--- src/rtl/arrow_pkg.sv ---
// rtl/arrow_pkg.sv - shared constants and verdict type for the arrow vote filter
package arrow_pkg;

    localparam int NUM_DIRS = 8;

    // Direction indices follow the classifier's neuron bit order
    localparam logic [2:0] DIR_UP         = 3'd0;
    localparam logic [2:0] DIR_UP_LEFT    = 3'd1;
    localparam logic [2:0] DIR_LEFT_DOWN  = 3'd2;
    localparam logic [2:0] DIR_LEFT       = 3'd3;
    localparam logic [2:0] DIR_DOWN       = 3'd4;
    localparam logic [2:0] DIR_UP_RIGHT   = 3'd5;
    localparam logic [2:0] DIR_DOWN_RIGHT = 3'd6;
    localparam logic [2:0] DIR_RIGHT      = 3'd7;

    localparam logic [1:0] KIND_ARROW = 2'b00;
    localparam logic [1:0] KIND_NONE  = 2'b01;
    localparam logic [1:0] KIND_AMBIG = 2'b10;

    typedef struct packed {
        logic [1:0] kind;
        logic [2:0] dir;
    } verdict_t;

endpackage

--- src/rtl/onehot_verdict.sv ---
// rtl/onehot_verdict.sv - combinational popcount and one-hot index encoder
import arrow_pkg::*;

module onehot_verdict (
    input  logic [NUM_DIRS-1:0] vec,
    output logic [1:0]          kind,
    output logic [2:0]          dir
);

    logic [3:0] cnt;
    logic [2:0] idx;

    always_comb begin
        cnt = 4'd0;
        idx = DIR_UP;
        for (int i = 0; i < NUM_DIRS; i++) begin
            if (vec[i]) begin
                cnt = cnt + 4'd1;
                idx = 3'(i);
            end
        end
    end

    always_comb begin
        kind = KIND_AMBIG;
        dir  = DIR_UP;
        if (cnt == 4'd0) begin
            kind = KIND_NONE;
        end else if (cnt == 4'd1) begin
            kind = KIND_ARROW;
            dir  = idx;
        end
    end

endmodule

--- src/rtl/arrow_vote_filter.sv ---
// rtl/arrow_vote_filter.sv - debounces per-frame arrow verdicts and emits committed changes
import arrow_pkg::*;

module arrow_vote_filter #(
    parameter int STABLE_FRAMES = 3,
    parameter int CNT_W         = 4
) (
    input  logic       clk,
    input  logic       rst_n,
    input  logic [7:0] neuron_in,
    input  logic       in_valid,
    output logic       out_valid,
    input  logic       out_ready,
    output logic [1:0] out_kind,
    output logic [2:0] out_dir
);

    typedef enum logic {
        SLOT_EMPTY = 1'b0,
        SLOT_FULL  = 1'b1
    } slot_state_t;

    localparam logic [CNT_W-1:0] RUN_MAX = CNT_W'(STABLE_FRAMES);

    slot_state_t      state, state_next;
    verdict_t         cur, last, last_next, committed;
    logic [CNT_W-1:0] run, run_next;
    logic             has_commit;
    logic             slot_free, commit;
    logic [1:0]       cur_kind;
    logic [2:0]       cur_dir;

    onehot_verdict u_verdict (
        .vec  (neuron_in),
        .kind (cur_kind),
        .dir  (cur_dir)
    );

    always_comb begin
        cur.kind = cur_kind;
        cur.dir  = cur_dir;
    end

    // Run length saturates so a blocked commit stays armed until the slot frees
    always_comb begin
        run_next  = run;
        last_next = last;
        if (in_valid) begin
            if (cur == last) begin
                run_next = (run == RUN_MAX) ? run : run + CNT_W'(1);
            end else begin
                last_next = cur;
                run_next  = CNT_W'(1);
            end
        end
    end

    assign slot_free = (state == SLOT_EMPTY) || out_ready;
    assign commit    = in_valid && (run_next == RUN_MAX) &&
                       (!has_commit || (cur != committed)) && slot_free;

    always_ff @(posedge clk or negedge rst_n) begin
        if (!rst_n) begin
            run        <= '0;
            last       <= '0;
            committed  <= '0;
            has_commit <= 1'b0;
        end else begin
            run  <= run_next;
            last <= last_next;
            if (commit) begin
                committed  <= cur;
                has_commit <= 1'b1;
            end
        end
    end

    always_ff @(posedge clk or negedge rst_n) begin
        if (!rst_n) begin
            state <= SLOT_EMPTY;
        end else begin
            state <= state_next;
        end
    end

    always_comb begin
        state_next = state;
        out_valid  = (state == SLOT_FULL);
        case (state)
            SLOT_EMPTY: if (commit) state_next = SLOT_FULL;
            SLOT_FULL:  if (out_ready && !commit) state_next = SLOT_EMPTY;
            default:    state_next = SLOT_EMPTY;
        endcase
    end

    always_ff @(posedge clk or negedge rst_n) begin
        if (!rst_n) begin
            out_kind <= 2'b00;
            out_dir  <= 3'd0;
        end else if (commit) begin
            out_kind <= cur.kind;
            out_dir  <= cur.dir;
        end
    end

endmodule

--- config.mk ---
export PLATFORM = sky130hd
export DESIGN_NAME = arrow_vote_filter
export DESIGN_NICKNAME = d
export VERILOG_FILES = /design/src/rtl/arrow_pkg.sv /design/src/rtl/onehot_verdict.sv /design/src/rtl/arrow_vote_filter.sv
export SDC_FILE = /design/constraint.sdc
export NUM_CORES = 1
export LEC_CHECK = 0
export ABC_AREA = 1
export CAP_MARGIN = 5
export CORE_MARGIN = 3
export CORE_UTILIZATION = 50
export DETAILED_ROUTE_END_ITERATION = 6
export HOLD_SLACK_MARGIN = 0.08
export PLACE_DENSITY = 0.76
export REMOVE_ABC_BUFFERS = 1
export SKIP_LAST_GASP = 1
export SYNTH_ARGS = -nofsm -noshare
export SYNTH_HDL_FRONTEND = slang
export SYNTH_SLANG_ARGS = --single-unit
--- constraint.sdc ---
create_clock -name clk -period 4.1 [get_ports clk]
set_input_delay 0.82 -clock clk [delete_from_list [all_inputs] [get_ports clk]]
set_output_delay 0.82 -clock clk [all_outputs]
set_load 0.01 [all_outputs]
# Word-level counts from Yosys, hierarchy flattened

Index checks and enable logic that the tools add are counted.

Flip-flop bits (word level): 16
Word-level logic and storage cells: 57
Memories kept: 0
Output and inout port bits: 6
Latch bits: 0
Memory bits (read-only): 0
Bits in writable memories: 0

$add $sub $neg: 8
Reduce and logical (&&, ||, !) cells: 10
Muxes and demuxes: 25
Order comparisons: 0
Bitwise gates (word level): 2
Div/mod/pow operators: 0
Shift operators: 0
$mul: 0
Eq/ne operators: 5

Operators with widths:

| kind                | number |
|---|---|
| $mux 4              | 10 |
| $add 4x1->4 const B | 7 |
| $mux 3              | 6 |
| $eq 4x2->1 const B  | 2 |
| $mux 2              | 4 |
| $eq 5x5->1          | 1 |
| $ne 5x5->1          | 1 |
| $eq 4x1->1 const B  | 1 |
| $logic_and 1x1->1   | 4 |
| $logic_not 4->1     | 1 |
| $mux 1              | 4 |
| $add 1x1->2 const B | 1 |
| $logic_not 1->1     | 2 |
| $logic_or 1x1->1    | 2 |
| $not 1->1           | 2 |
| $pmux 1 s2          | 1 |
| $reduce_and 2->1    | 1 |

# Longest topological paths before layout

Gate-level depths: netlist of the first run.

Depth after elaboration: 29
Mapped depth: 36
Depth with buffers taken out: 36

# Hierarchy

Synthesis of the first run repeated with hierarchy kept, for this count alone.

Cells, all modules: 268
Area total of the unflattened synthesis: 1627.8 µm²

By module, submodules not included:

| module            | times used | cells an instance | seq. area each (µm²) | area each (µm²) |
|---|---|---|---|---|
| arrow_vote_filter | 1          | 137               | 400.4                | 964.7 |
| onehot_verdict    | 1          | 131               | 0.0                  | 663.1 |

# Worst setup path after synthesis of the first run

No wires, ideal clock.

Kind: input-to-reg
Start: in neuron_in[0]
End: reg out_kind[0]
Setup slack: -1.085 ns
Cell stages on the path: 35
Path buffers: 0
Arrival time: 5.067 ns
Cell sequence: inv_1 ha_1 inv_1 nand2_1 nand2_1 ha_1 nand2_1 nand2_1 ha_1 or2_1 nand2_1 inv_1 ha_1 nand2_1 nand2_1 ha_1 or2_2 nand2_1 inv_2 ha_1 inv_1 o21ai_0 nor2_2 nand4_2 clkinv_1 nand2_1 nand2_1 nor2_2 nand2_1 nand2_2 nand2_4 nor2_8 nand3_4 nand2_1 nand2_1

Word-level cells in the longest chain between the ends: 25
Elaborated cells between the ends (all ways): 30
Classes of those cells: add/sub (7); eq/ne (4); mux (14); reduce/logical (5)

RTL lines:

| item                             | RTL line                 | RTL |
|---|---|---|
| start: declaration               | arrow_vote_filter.sv:10  | `input logic [7:0] neuron_in,` |
| $mux 1 *                         | onehot_verdict.sv:17     | `if (vec[i]) begin` |
| $add 1x1->2                      | onehot_verdict.sv:18     | `cnt = cnt + 4'd1;` |
| $mux 4 *                         | onehot_verdict.sv:17     |  |
| $add 4x1->4                      | onehot_verdict.sv:18     |  |
| $mux 4 *                         | onehot_verdict.sv:17     |  |
| $add 4x1->4                      | onehot_verdict.sv:18     |  |
| $mux 4 *                         | onehot_verdict.sv:17     |  |
| $add 4x1->4                      | onehot_verdict.sv:18     |  |
| [... 8 more ...]                 | --                       |  |
| $mux 3 or $mux 2 (tied branches) | onehot_verdict.sv:29     | `end else if (cnt == 4'd1) begin` |
| $mux 3 or $mux 2 (tied branches) | onehot_verdict.sv:27     | `if (cnt == 4'd0) begin` |
| $eq 5x5->1                       | arrow_vote_filter.sv:49  | `if (cur == last) begin` |
| $mux 4                           | arrow_vote_filter.sv:49  |  |
| $mux 4                           | arrow_vote_filter.sv:48  | `if (in_valid) begin` |
| $eq 4x2->1                       | arrow_vote_filter.sv:59  | `assign commit = in_valid && (run_next == RUN_MAX) &&` |
| $logic_and 1x1->1 (2 in a row)   | arrow_vote_filter.sv:59  |  |
| $logic_and 1x1->1                | arrow_vote_filter.sv:60  | `(!has_commit \|\| (cur != committed)) && slot_free;` |
| end signal: assignment           | arrow_vote_filter.sv:101 | `out_kind <= cur.kind;` |
| end: declaration                 | arrow_vote_filter.sv:14  | `output logic [1:0] out_kind,` |

Mark *: on every way between the ends. The rest lies on a longest branch, timed or not.
A chain may end at the register's enable or synchronous reset.

# Worst setup path in the final report of the first run

Start: in neuron_in[1]
End: reg out_dir[0]

Word-level cells in the longest chain between the ends: 23
Elaborated cells between the ends (all ways): 35
Classes of those cells: add/sub (6); eq/ne (4); mux (20); reduce/logical (5)

RTL lines:

| item                             | RTL line                 | RTL |
|---|---|---|
| $mux 4                           | onehot_verdict.sv:17     |  |
| $add 4x1->4                      | onehot_verdict.sv:18     |  |
| $mux 4                           | onehot_verdict.sv:17     |  |
| $add 4x1->4                      | onehot_verdict.sv:18     |  |
| $mux 4                           | onehot_verdict.sv:17     |  |
| $add 4x1->4                      | onehot_verdict.sv:18     |  |
| $mux 4                           | onehot_verdict.sv:17     |  |
| $add 4x1->4                      | onehot_verdict.sv:18     |  |
| [... 6 more ...]                 | --                       |  |
| $mux 3 or $mux 2 (tied branches) | onehot_verdict.sv:29     |  |
| $mux 3 or $mux 2 (tied branches) | onehot_verdict.sv:27     |  |
| $eq 5x5->1                       | arrow_vote_filter.sv:49  |  |
| $mux 4                           | arrow_vote_filter.sv:49  |  |
| $mux 4                           | arrow_vote_filter.sv:48  |  |
| $eq 4x2->1                       | arrow_vote_filter.sv:59  |  |
| $logic_and 1x1->1 (2 in a row)   | arrow_vote_filter.sv:59  |  |
| $logic_and 1x1->1                | arrow_vote_filter.sv:60  |  |
| end signal: assignment           | arrow_vote_filter.sv:102 | `out_dir <= cur.dir;` |
| end: declaration                 | arrow_vote_filter.sv:15  | `output logic [2:0] out_dir` |

Several ways; a longest one is shown, not always the timed one.

==> results of run 1 <==
## flip-flops by register name, summed over array words and instances (netlist names)
register / cells
last: 5
run: 4
out_dir: 3
out_kind: 2
has_commit: 1
out_valid: 1
## per-stage QoR
step	std cells	hold WS [ns]	area, sq um
2_1_floorplan	253	0.435	1660
3_3_place_gp	354	0.461	2190
6_report	406	0.500	2960
5_1_grt	406	0.562	2960
3_5_place_dp	354	0.458	2190
4_1_cts	395	0.480	2700
## repair_timing
| item | 4_1_cts | 5_1_grt |
|---|---|---|
| endpoints found under the setup margin | 16 | 16 |
| pin swaps | 47 | 45 |
| buffers inserted | 43 | 13 |
| resized for setup | 58 | 52 |
## critical path: cells and delay by family
| family | cells | cell delay, ns |
|---|---|---|
| xor+xnor | 1 | 0.26 |
| fa+ha+maj | 6 | 1.32 |
| buf+inv | 8 | 0.73 |
| simple gates | 21 | 2.43 |
## path summary, 6_finish.rpt
check                                       start                      to  slack (ns)  cells past startpoint
min in group asynchronous                   rst_n     last[1]$_DFFE_PN0P_        0.95                      1
max in group asynchronous                   rst_n  has_commit$_DFFE_PN0P_        2.69                      1
min                        has_commit$_DFFE_PN0P_  has_commit$_DFFE_PN0P_        0.50                      2
max                                  neuron_in[1]  out_dir[0]$_DFFE_PN0P_       -1.25                     36
min reg2reg                has_commit$_DFFE_PN0P_  has_commit$_DFFE_PN0P_        0.50                      2
max reg2reg                      run[0]$_DFF_PN0_  out_dir[0]$_DFFE_PN0P_        1.62                     11
## logic make-up after synthesis
group	count (synthesis)	share of synthesized area (%)
flops	16	24.0
fa+ha+maj	8	6.00
xor+xnor	4	3.22
compound gates	19	5.85
simple gates	162	50.4
buf+inv	44	9.97
mux	1	0.600
## placed cells by master (no fill, tap or decap), types with 2 or more instances in the layout
cell type / netlist / layout
nand4_1: 8 / 8
nor2_1: 14 / 10
nand3_4: 1 / 5
nand4_4: 0 / 2
ha_4: 0 / 6
a21oi_1: 7 / 5
nand2_1: 83 / 54
nor2_2: 5 / 3
dfrtp_1: 16 / 16
buf_4: 0 / 80
clkdlybuf4s50_1: 0 / 14
clkbuf_4: 0 / 3
o21ai_1: 0 / 2
nor2_4: 2 / 8
inv_4: 0 / 2
nand2_2: 12 / 32
ha_1: 8 / 2
or2_4: 0 / 2
or2_2: 3 / 2
inv_2: 2 / 7
inv_1: 40 / 34
nand3_1: 18 / 14
o21ai_0: 11 / 7
nand3_2: 8 / 8
nand2_4: 3 / 11
a21oi_2: 0 / 2
buf_6: 0 / 9
xor2_1: 2 / 2
## power by group through the flow
stage	clock (W)	combinational (W)	sequential (W)
2_1_floorplan	0	0.000415	0.000269
3_3_place_gp	0	0.000637	0.000266
3_5_place_dp	0	0.000653	0.000266
4_1_cts	0.000108	0.000845	0.000264
5_1_grt	0.000114	0.00124	0.000285
6_report	0.000109	0.00120	0.000283
## area by class of cell
class | count | area [sq um]
tap | 44 | 55.1
multi-input combinational | 194 | 1440
sequential | 16 | 400
inverter | 43 | 166
timing repair buffer | 105 | 862
clock buffer | 4 | 36.3
fill | 93 | 169
## cells in the mapped netlist (all sizes together)
| library cell | n | share of area [%] |
|---|---|---|
| nand2 | 98 | 25 |
| a21oi | 7 | 2.1 |
| nand4 | 10 | 4.5 |
| xor2 | 3 | 2.7 |
| xnor2 | 1 | 0.52 |
| clkinv | 1 | 0.22 |
| ha | 8 | 6.0 |
| o211ai | 1 | 0.45 |
| nand3 | 27 | 11 |
| o21ai | 11 | 3.3 |
| or2 | 5 | 1.9 |
| dfrtp | 16 | 24 |
| buf | 1 | 0.30 |
| inv | 42 | 9.4 |
| nor2 | 22 | 7.6 |
| mux2i | 1 | 0.60 |
## per-layer routing
layer	track usage (%)	up-vias	part of all wire (%)
met3	6.68	107	12
met4	11.9	0	8.5
met5	0	-	0
met2	53.7	305	44
li1	-	1017	-
met1	39.3	1168	35
==> qor.txt, run 1 <==
synth warn - 0
width of the die - 63.8 um
Netlist Area Pre-Place - 0.00167 sq mm
initial antenna violation count - 0
Final Power - 0.00160 W
VDD IR max - 0.000404 V
CTS tree - done
Pre-antenna DRT Iters - 5
type of the most critical hold path - flop to flop
Final Hold Vio Count - 0
post-synthesis register bit count - 16
Final nets - 383
Min Clock Period, post-route - 5.35 ns
CTS sink count - 16
TritonCTS buffer count - 3
die area - 0.00407 sq mm
Skew-Pair Late Insertion Delay - 0.30 ns
Seq/Total Area, Yosys - 24.0%
Seq pwr share - 17.8%
Slew Limit Headroom - 50.6%
fin crit share - 130%
Post-Syn Area per Cell - 6.57 sq um
Max Cap Violations - 0
P_sw - 0.000811 W
failing checks - negative setup slack
Setup-failing EPs final - 16
status - finished, violations left
layout cells sized above 1 - 52.5%
Die Y - 63.8 um
setup_tns - -17.33 ns
GRT Residual Overflow - 0
HPWL after DPL - 2960 um
I/O Buffers - 17
Slowest Stage Delay on Critical Path - 0.32 ns
Vias/cell - 6.40
crit path DAT - 5.58 ns
worst-margin pin slew - 0.739 ns
average wire per standard cell - 22.4 um
fmax - 0.187 GHz
P_int - 0.000785 W
hold buffer count at cts - 0
Leak Pwr - 1.54 nW
RSZ-0062 raised after global routing - true
crit start category - primary input
synthesized instance count - 254
clock share of power - 6.8%
clk root buf - clkbuf_4
largest net degree at the start of global routing - 17
max-slew violations - 0
Top Ports - 18
total track usage - 31.7%
Routability Congestion - 0.865
switching share of power - 50.8%
Setup CP Type - primary input to flop
Pwr Density - 539 mW/mm^2
type of destination of the critical path - flop
core area - 0.00313 sq mm
clk buf depth - 2
Final ANT Viol Nets - 0
Starting Density - 53.4%
First DRT Iteration DRCs - 427
Comb power frac - 75.4%
Routed WL - 9080 um
CP max stage cell - ha_1
distinct cell type count after synthesis - 28
via count - 2,597
clk_skew - 0.00350 ns
H-tree depth - 1
placement row count - 20
antenna fix cells - 0
Crit Path Max Fanout - 5
global-route wire length before repair - 10,400 um
fin util - 94.6%
pre-CTS WS - -1.87 ns
Clock transition at path regs - 0.10 ns
DRC viols - 0
vias in the first global route - 2,259
Syn-to-layout area delta - 77.3%
Critical Path RT - 4.33 ns
Worst Slack Setup Final - -1.25 ns
Top cell by count, worst path - nand2_4
No activity file was read; power rests on OpenSTA's default activity.
==> run 2: changes to the inputs <==
Settings changed: CELL_PAD_IN_SITES_DETAIL_PLACEMENT set to 1, CELL_PAD_IN_SITES_GLOBAL_PLACEMENT set to 1, CORE_UTILIZATION 50 to 43, PLACE_DENSITY 0.76 to 0.89, TNS_END_PERCENT set to 5.
==> run 2 against run 1 <==
The flow now stops in clock tree synthesis. Synthesized cell count unchanged. Synthesized area stayed put.
==> qor.txt, run 2 <==
Netlist Area Pre-Place - 0.00167 sq mm (unchanged)
EDFF count, synth - 0 (unchanged)
CTS sink count - 16 (unchanged)
Routability Congestion - 0.810 (was 0.865)
clk root buf - clkbuf_8 (was clkbuf_4)
HPWL after DPL - 4800 um (was 2960 um)
post-synthesis register bit count - 16 (unchanged)
Post-CTS Resized - 70 (was 58)
Die Y - 68.3 um (was 63.8 um)
synth warn - 0 (unchanged)
placement row count - 22 (was 20)
area share of the largest cell type after synthesis - 24.0% (unchanged)
synthesized instance count - 254 (unchanged)
share of synthesized registers carrying an async set or reset - 100% (unchanged)
width of the die - 68.3 um (was 63.8 um)
H-tree depth - 1 (unchanged)
Seq/Total Area, Yosys - 24.0% (unchanged)
Area after DPL - 0.00223 sq mm (was 0.00219 sq mm)
hold buffer count at cts - 0 (unchanged)
Synth area leaders - dfrtp_1 (24%), nand2_1 (19%), inv_1 (9.0%) (unchanged)
Top Ports - 18 (unchanged)
most common cell in the netlist - nand2_1 (unchanged)
pre-CTS WS - -2.21 ns (was -1.87 ns)
I/O Buffers - 17 (unchanged)
most frequent cells after synthesis - nand2_1 (83), inv_1 (40), nand3_1 (18) (unchanged)
TritonCTS buffer count - 3 (unchanged)
largest area contributor in the netlist - dfrtp_1 (unchanged)
Synth Flop Type - dfrtp_1 (unchanged)
distinct cell type count after synthesis - 28 (unchanged)
status - aborted with a tool error (was finished, violations left)
Halt Stage - clock tree synthesis
clk buf depth - 2 (unchanged)
Starting Density - 45.3% (was 53.4%)
Post-Syn Area per Cell - 6.57 sq um (unchanged)
post-CTS setup buffers - 25 (was 43)
Error Message - [ERROR DPL-0033] detailed placement checks failed during check placement.
-- run 2: cells by family after synthesis --
kind of cell / share of synthesized area [%]
multiplexers: 0.600
flip-flops: 24.0
AND/OR/NAND/NOR: 50.4
buffers and inverters: 9.97
AO/OA/AOI/OAI: 5.85
XOR/XNOR: 3.22
adder cells (fa/ha/maj): 6.00
-- run 2: per-stage QoR --
step	TNS [ns]	cells	hold slack [ns]	utilization, %
after floorplan	-15.45	253	0.435	-
after global placement	-26.07	363	0.466	60.5
after detailed placement	-32.20	363	0.506	60.5
==> run 3: changes to the inputs <==
Settings changed: CELL_PAD_IN_SITES_DETAIL_PLACEMENT 1 to not set, CELL_PAD_IN_SITES_GLOBAL_PLACEMENT 1 to not set, CORE_UTILIZATION 43 to 35, HOLD_SLACK_MARGIN 0.08 to not set, PLACE_DENSITY 0.89 to not set, PLACE_DENSITY_LB_ADDON set to 0.15.
==> run 3 against run 2 <==
The flow now finishes, with violations (negative setup slack).
==> qor.txt, run 3 (synthesis results as in run 1) <==
status - finished, violations left (was aborted with a tool error)
failing checks - negative setup slack
Starting Density - 37.3% (was 45.3%)
design area - 0.00296 sq mm
grt met2 use - 31.8%
Leak Pwr - 1.54 nW
Worst Slack Setup Final - -0.853 ns
Routability Congestion - 0.789 (was 0.810)
Syn-to-layout area delta - 77.6%
fmax - 0.202 GHz
First DRT Iteration DRCs - 88
hold buffer count at cts - 0 (unchanged)
initial antenna violation count - 0
Clock transition at path regs - 0.07 ns
CP max stage cell - ha_1
Vias/cell - 4.75
GRT Residual Overflow - 0
VDD IR max - 0.000312 V
Final Hold Vio Count - 0
max-slew violations - 0
hold endpoint - has_commit$_DFFE_PN0P_
fin crit share - 121%
worst r2r path cells - 11
Pwr Density - 475 mW/mm^2
core area - 0.00447 sq mm
vias in the first global route - 1,871
register area - 400 sq um
Finished Layout Cells - 412
crit start category - primary input
Filler Cell Count - 346
clk_skew - 0.00298 ns
layout cells sized above 1 - 50.3%
TritonCTS buffer count - 3 (unchanged)
type of destination of the critical path - flop
hold wc startpoint - has_commit$_DFFE_PN0P_
reg-to-reg setup timing slack - 2.01 ns
total track usage - 17.9%
pre-CTS WS - -1.87 ns (was -2.21 ns)
GR Util met1 - 22.3%
Area after DPL - 0.00220 sq mm (was 0.00223 sq mm)
H-tree depth - 1 (unchanged)
Top Ports - 18 (unchanged)
max FFs per register - 5
grt peak-use layer - met2
R2R Path Start - run[0]$_DFF_PN0_
CTS sink count - 16 (unchanged)
Largest regs - last (5), run (4), out_dir (3)
width of the die - 75.1 um (was 68.3 um)
Routed WL - 4990 um
Biggest register - last
Min Clock Period, post-route - 4.95 ns
Pre-antenna DRT Iters - 4
Reg2Reg Capture Point - out_dir[0]$_DFFE_PN0P_
die area - 0.00563 sq mm
average wire per standard cell - 12.1 um
Skew-Pair Late Insertion Delay - 0.25 ns
WHS Path Cells - 2
Crit Path Max Fanout - 8
DRC viols - 0
Setup CP Type - primary input to flop
I/O Buffers - 17 (unchanged)
Top cell by count, worst path - nand2_1
met3 usage - 3.60%
type of the most critical hold path - flop to flop
RSZ-0062 raised after global routing - true
placement row count - 24 (was 22)
global-route wire length before repair - 7890 um
worst-margin pin slew - 0.767 ns
Max Cap Violations - 0
HPWL after DPL - 3110 um (was 4800 um)
Final ANT Viol Nets - 0
Slowest Stage Delay on Critical Path - 0.31 ns
DP Cell Count - 362 (was 363)
Slew Limit Headroom - 48.7%
setup_tns - -11.66 ns
area of the multi-input gates - 0.00140 sq mm
Die Y - 75.1 um (was 68.3 um)
crit path DAT - 5.10 ns
commonest non-fill, non-tap cells in the layout - buf_4 (75), nand2_1 (60), inv_1 (33)
Critical Path RT - 4.25 ns
via count - 1,959
clk buf depth - 2 (unchanged)
largest net degree at the start of global routing - 17
Final nets - 381
most common cell after layout, fill and taps aside - buf_4
Crit path max-delay family - simple AND/OR/NAND/NOR gates
clk root buf - clkbuf_8 (unchanged)
CTS tree - done
Worst Path Buf+Inv - 12
Setup-failing EPs final - 16
antenna fix cells - 0
[run 3: worst max path at each step]
| stage | to | slack (ns) | cells past startpoint | from |
|---|---|---|---|---|
| 6_report | out_dir[0]$_DFFE_PN0P_ | -0.85 | 42 | neuron_in[1] |
| 5_1_grt | out_kind[0]$_DFFE_PN0P_ | -1.07 | 44 | neuron_in[1] |
| 4_1_cts | out_kind[0]$_DFFE_PN0P_ | -0.93 | 37 | neuron_in[1] |
| 3_5_place_dp | out_kind[0]$_DFFE_PN0P_ | -1.87 | 36 | neuron_in[1] |
| 3_3_place_gp | out_kind[0]$_DFFE_PN0P_ | -1.83 | 36 | neuron_in[1] |
| 2_1_floorplan | out_kind[0]$_DFFE_PN0P_ | -1.18 | 35 | neuron_in[0] |
[run 3: routing by layer]
layer  up-vias  part of all wire, %
li1       1012                    -
met1       911                   44
met2        28                   52
met3         8                  2.1
met4         0                  1.1
met5         -                    0
[run 3: repair_timing]
action	in CTS	in global routing
pin swaps	41	43
gates resized for setup	52	47
setup endpoints to repair	16	16
setup buffers	51	4
hold endpoints to repair	0	0
[run 3: power breakdown]
group          switching (W)  total (W)  internal, W
Sequential         0.0000508   0.000268     0.000217
Combinational       0.000504   0.000993     0.000489
Clock              0.0000610   0.000146    0.0000854
Total               0.000616    0.00141     0.000791
[run 3: cell type report]
cell class	instances	share of cell area, %
multi-input combinational	194	47.2
timing repair buffer	103	29.4
tap	52	2.20
sequential	16	13.5
inverter	43	5.78
clock buffer	4	1.86
[run 3: tightest hold or removal path, cell delays in order, from the launching register on]
cell	delay, ns
dfrtp_1	0.34
inv_1	0.04
nand2_1	0.05
[run 3: stage by stage]
step	util [%]	hold slack, ns	power [W]
finish	66.2	0.468	0.00141
global placement	49.2	0.456	0.000920
floorplan	-	0.435	0.000684
global route	66.2	0.522	0.00152
CTS	61.9	0.472	0.00127
detailed placement	49.2	0.454	0.000923
==> run 4: changes to the inputs <==
Settings changed: CORE_UTILIZATION 35 to 30, DONT_BUFFER_PORTS set to 1.
==> run 4 against run 3 <==
The flow still finishes with violations (negative setup slack). Largest cell class unchanged. Critical path type unchanged. Non-clock buffer count down 25. Final cell count down 1.7%. Largest power group unchanged. Sequential share of layout area up 0.87 points. Cell area down 6.0%.
==> qor.txt, run 4 (synthesis results as in run 1) <==
Worst Slack Setup Final - -0.655 ns (was -0.853 ns)
clk root buf - clkbuf_8 (unchanged)
Die Y - 80.6 um (was 75.1 um)
CP max stage cell - ha_4 (was ha_1)
Seq pwr share - 20.9% (was 19.0%)
largest net degree at the start of global routing - 17 (unchanged)
worst r2r path cells - 11 (unchanged)
hold buffer count at cts - 0 (unchanged)
First DRT Iteration DRCs - 53 (was 88)
Pwr Density - 485 mW/mm^2 (was 475 mW/mm^2)
H-tree depth - 1 (unchanged)
Crit Path Max Fanout - 4 (was 8)
Max Cap Violations - 0 (unchanged)
Comb power frac - 68.2% (was 70.6%)
GRT Residual Overflow - 0 (unchanged)
type of destination of the critical path - flop (unchanged)
setup_tns - -8.02 ns (was -11.66 ns)
crit path DAT - 4.90 ns (was 5.10 ns)
max-slew violations - 0 (unchanged)
most common cell after layout, fill and taps aside - buf_4 (unchanged)
antenna fix cells - 0 (unchanged)
global-route wire length before repair - 8020 um (was 7890 um)
Setup CP Type - primary input to flop (unchanged)
design area - 0.00279 sq mm (was 0.00296 sq mm)
Final Power - 0.00135 W (was 0.00141 W)
Critical Path RT - 4.25 ns (about the same)
HPWL after DPL - 3110 um (about the same)
area of the multi-input gates - 0.00142 sq mm (was 0.00140 sq mm)
DRC viols - 0 (unchanged)
via count - 1,805 (was 1,959)
CTS sink count - 16 (unchanged)
R2R Path Start - run[0]$_DFF_PN0_ (unchanged)
vias in the first global route - 1,814 (was 1,871)
CP Launch Point - neuron_in[1] (unchanged)
failing checks - negative setup slack (unchanged)
Filler Cell Count - 490 (was 346)
Clock transition at path regs - 0.07 ns (about the same)
Setup-failing EPs final - 16 (unchanged)
worst-margin pin slew - 0.502 ns (was 0.767 ns)
total track usage - 15.5% (was 17.9%)
Leak Pwr - 1.44 nW (was 1.54 nW)
Worst path depth - 34 (was 42)
core area - 0.00524 sq mm (was 0.00447 sq mm)
Slowest Stage Delay on Critical Path - 0.27 ns (was 0.31 ns)
Worst Path Buf+Inv - 12 (unchanged)
width of the die - 80.6 um (was 75.1 um)
Biggest register - last (unchanged)
Top cell by count, worst path - buf_4 (was nand2_1)
commonest non-fill, non-tap cells in the layout - buf_4 (67), nand2_1 (59), inv_1 (32) (was buf_4 (75), nand2_1 (60), inv_1 (33))
CTS tree - done (unchanged)
crit start category - primary input (unchanged)
max FFs per register - 5 (unchanged)
Slew Limit Headroom - 66.2% (was 48.7%)
fmax - 0.210 GHz (was 0.202 GHz)
Largest regs - last (5), run (4), out_dir (3) (unchanged)
Min Clock Period, post-route - 4.75 ns (was 4.95 ns)
fin crit share - 116% (was 121%)
clock share of power - 10.9% (was 10.4%)
initial antenna violation count - 0 (unchanged)
status - finished, violations left (unchanged)
Skew-Pair Late Insertion Delay - 0.26 ns (was 0.25 ns)
type of the most critical hold path - primary input to asynchronous set/reset pin (was flop to flop)
Routed WL - 4760 um (was 4990 um)
Crit path max-delay family - adder cells (was simple AND/OR/NAND/NOR gates)
layout cells sized above 1 - 51.3% (was 50.3%)
placement row count - 26 (was 24)
I/O Buffers - 0 (was 17)
Final Hold Vio Count - 0 (unchanged)
Routability Congestion - 0.772 (was 0.789)
Top Ports - 18 (unchanged)
Syn-to-layout area delta - 66.9% (was 77.6%)
Final nets - 356 (was 381)
Pre-antenna DRT Iters - 4 (unchanged)
reg-to-reg setup timing slack - 2.00 ns (was 2.01 ns)
clk buf depth - 2 (unchanged)
TritonCTS buffer count - 3 (unchanged)
register area - 400 sq um (unchanged)
Vias/cell - 4.46 (was 4.75)
Area after DPL - 0.00201 sq mm (was 0.00220 sq mm)
CP Capture Point - out_dir[2]$_DFFE_PN0P_ (was out_dir[0]$_DFFE_PN0P_)
Starting Density - 31.9% (was 37.3%)
average wire per standard cell - 11.7 um (was 12.1 um)
clk_skew - 0.000973 ns (was 0.00298 ns)
switching share of power - 44.1% (was 43.8%)
P_int - 0.000754 W (was 0.000791 W)
RSZ-0062 raised after global routing - true (unchanged)
P_sw - 0.000596 W (was 0.000616 W)
Reg2Reg Capture Point - out_kind[1]$_DFFE_PN0P_ (was out_dir[0]$_DFFE_PN0P_)
Final ANT Viol Nets - 0 (unchanged)
VDD IR max - 0.000251 V (was 0.000312 V)
die area - 0.00649 sq mm (was 0.00563 sq mm)
==> run 4: cell type report <==
cell class / count / share of cell area [%]
sequential: 16 / 14.4
tap: 70 / 3.14
inverter: 43 / 6.47
clock buffer: 4 / 1.98
timing repair buffer: 78 / 23.1
multi-input combinational: 194 / 50.9
==> run 4: metal layers <==
layer  track usage [%]  vias to the layer above  part of all wire [%]
li1                  -                      961                     -
met1              18.7                      817                    45
met2              27.2                       18                    50
met3              3.36                        9                   2.7
met4              4.73                        0                   1.6
met5                 0                        -                     0
==> run 4: worst min path at each step <==
| stage | start | end | slack (ns) | cells past startpoint |
|---|---|---|---|---|
| 4_1_cts | rst_n | run[0]$_DFF_PN0_ | 0.25 | 0 |
| 3_5_place_dp | has_commit$_DFFE_PN0P_ | has_commit$_DFFE_PN0P_ | 0.45 | 2 |
| 2_1_floorplan | has_commit$_DFFE_PN0P_ | has_commit$_DFFE_PN0P_ | 0.43 | 2 |
| 5_1_grt | rst_n | out_kind[1]$_DFFE_PN0P_ | 0.24 | 0 |
| 3_3_place_gp | has_commit$_DFFE_PN0P_ | has_commit$_DFFE_PN0P_ | 0.45 | 2 |
| 6_report | rst_n | run[0]$_DFF_PN0_ | 0.25 | 0 |
==> run 4: worst reg2reg max path, stage by stage (launching register included) <==
cell,delay (ns)
dfrtp_1,0.39
ha_1,0.17
nand2_1,0.07
o21ai_0,0.42
xnor2_1,0.18
inv_1,0.08
nor2_1,0.15
nand2_2,0.10
nor2_4,0.18
nand3_4,0.14
nand2_1,0.09
nand2_1,0.05
==> run 4: repair_timing <==
item	in CTS	in global routing
pin swaps	48	39
buffers inserted	49	4
gates resized for setup	48	45
endpoints found under the setup margin	16	16
==> run 4: power by group through the flow <==
stage	clock (W)	sequential (W)	combinational, W
global placement	0	0.000284	0.000566
CTS	0.000150	0.000281	0.000781
finish	0.000147	0.000282	0.000921
global route	0.000156	0.000291	0.00102
detailed placement	0	0.000283	0.000570
floorplan	0	0.000269	0.000415
==> run 4: through the flow <==
| step | utilization (%) | cells | hold slack [ns] | setup slack (ns) |
|---|---|---|---|---|
| global placement | 38.3 | 357 | 0.453 | -1.33 |
| finish | 53.2 | 405 | 0.249 | -0.655 |
| global route | 53.2 | 405 | 0.237 | -0.840 |
| detailed placement | 38.3 | 357 | 0.455 | -1.40 |
| floorplan | - | 253 | 0.435 | -1.18 |
| CTS | 49.3 | 403 | 0.245 | -0.701 |
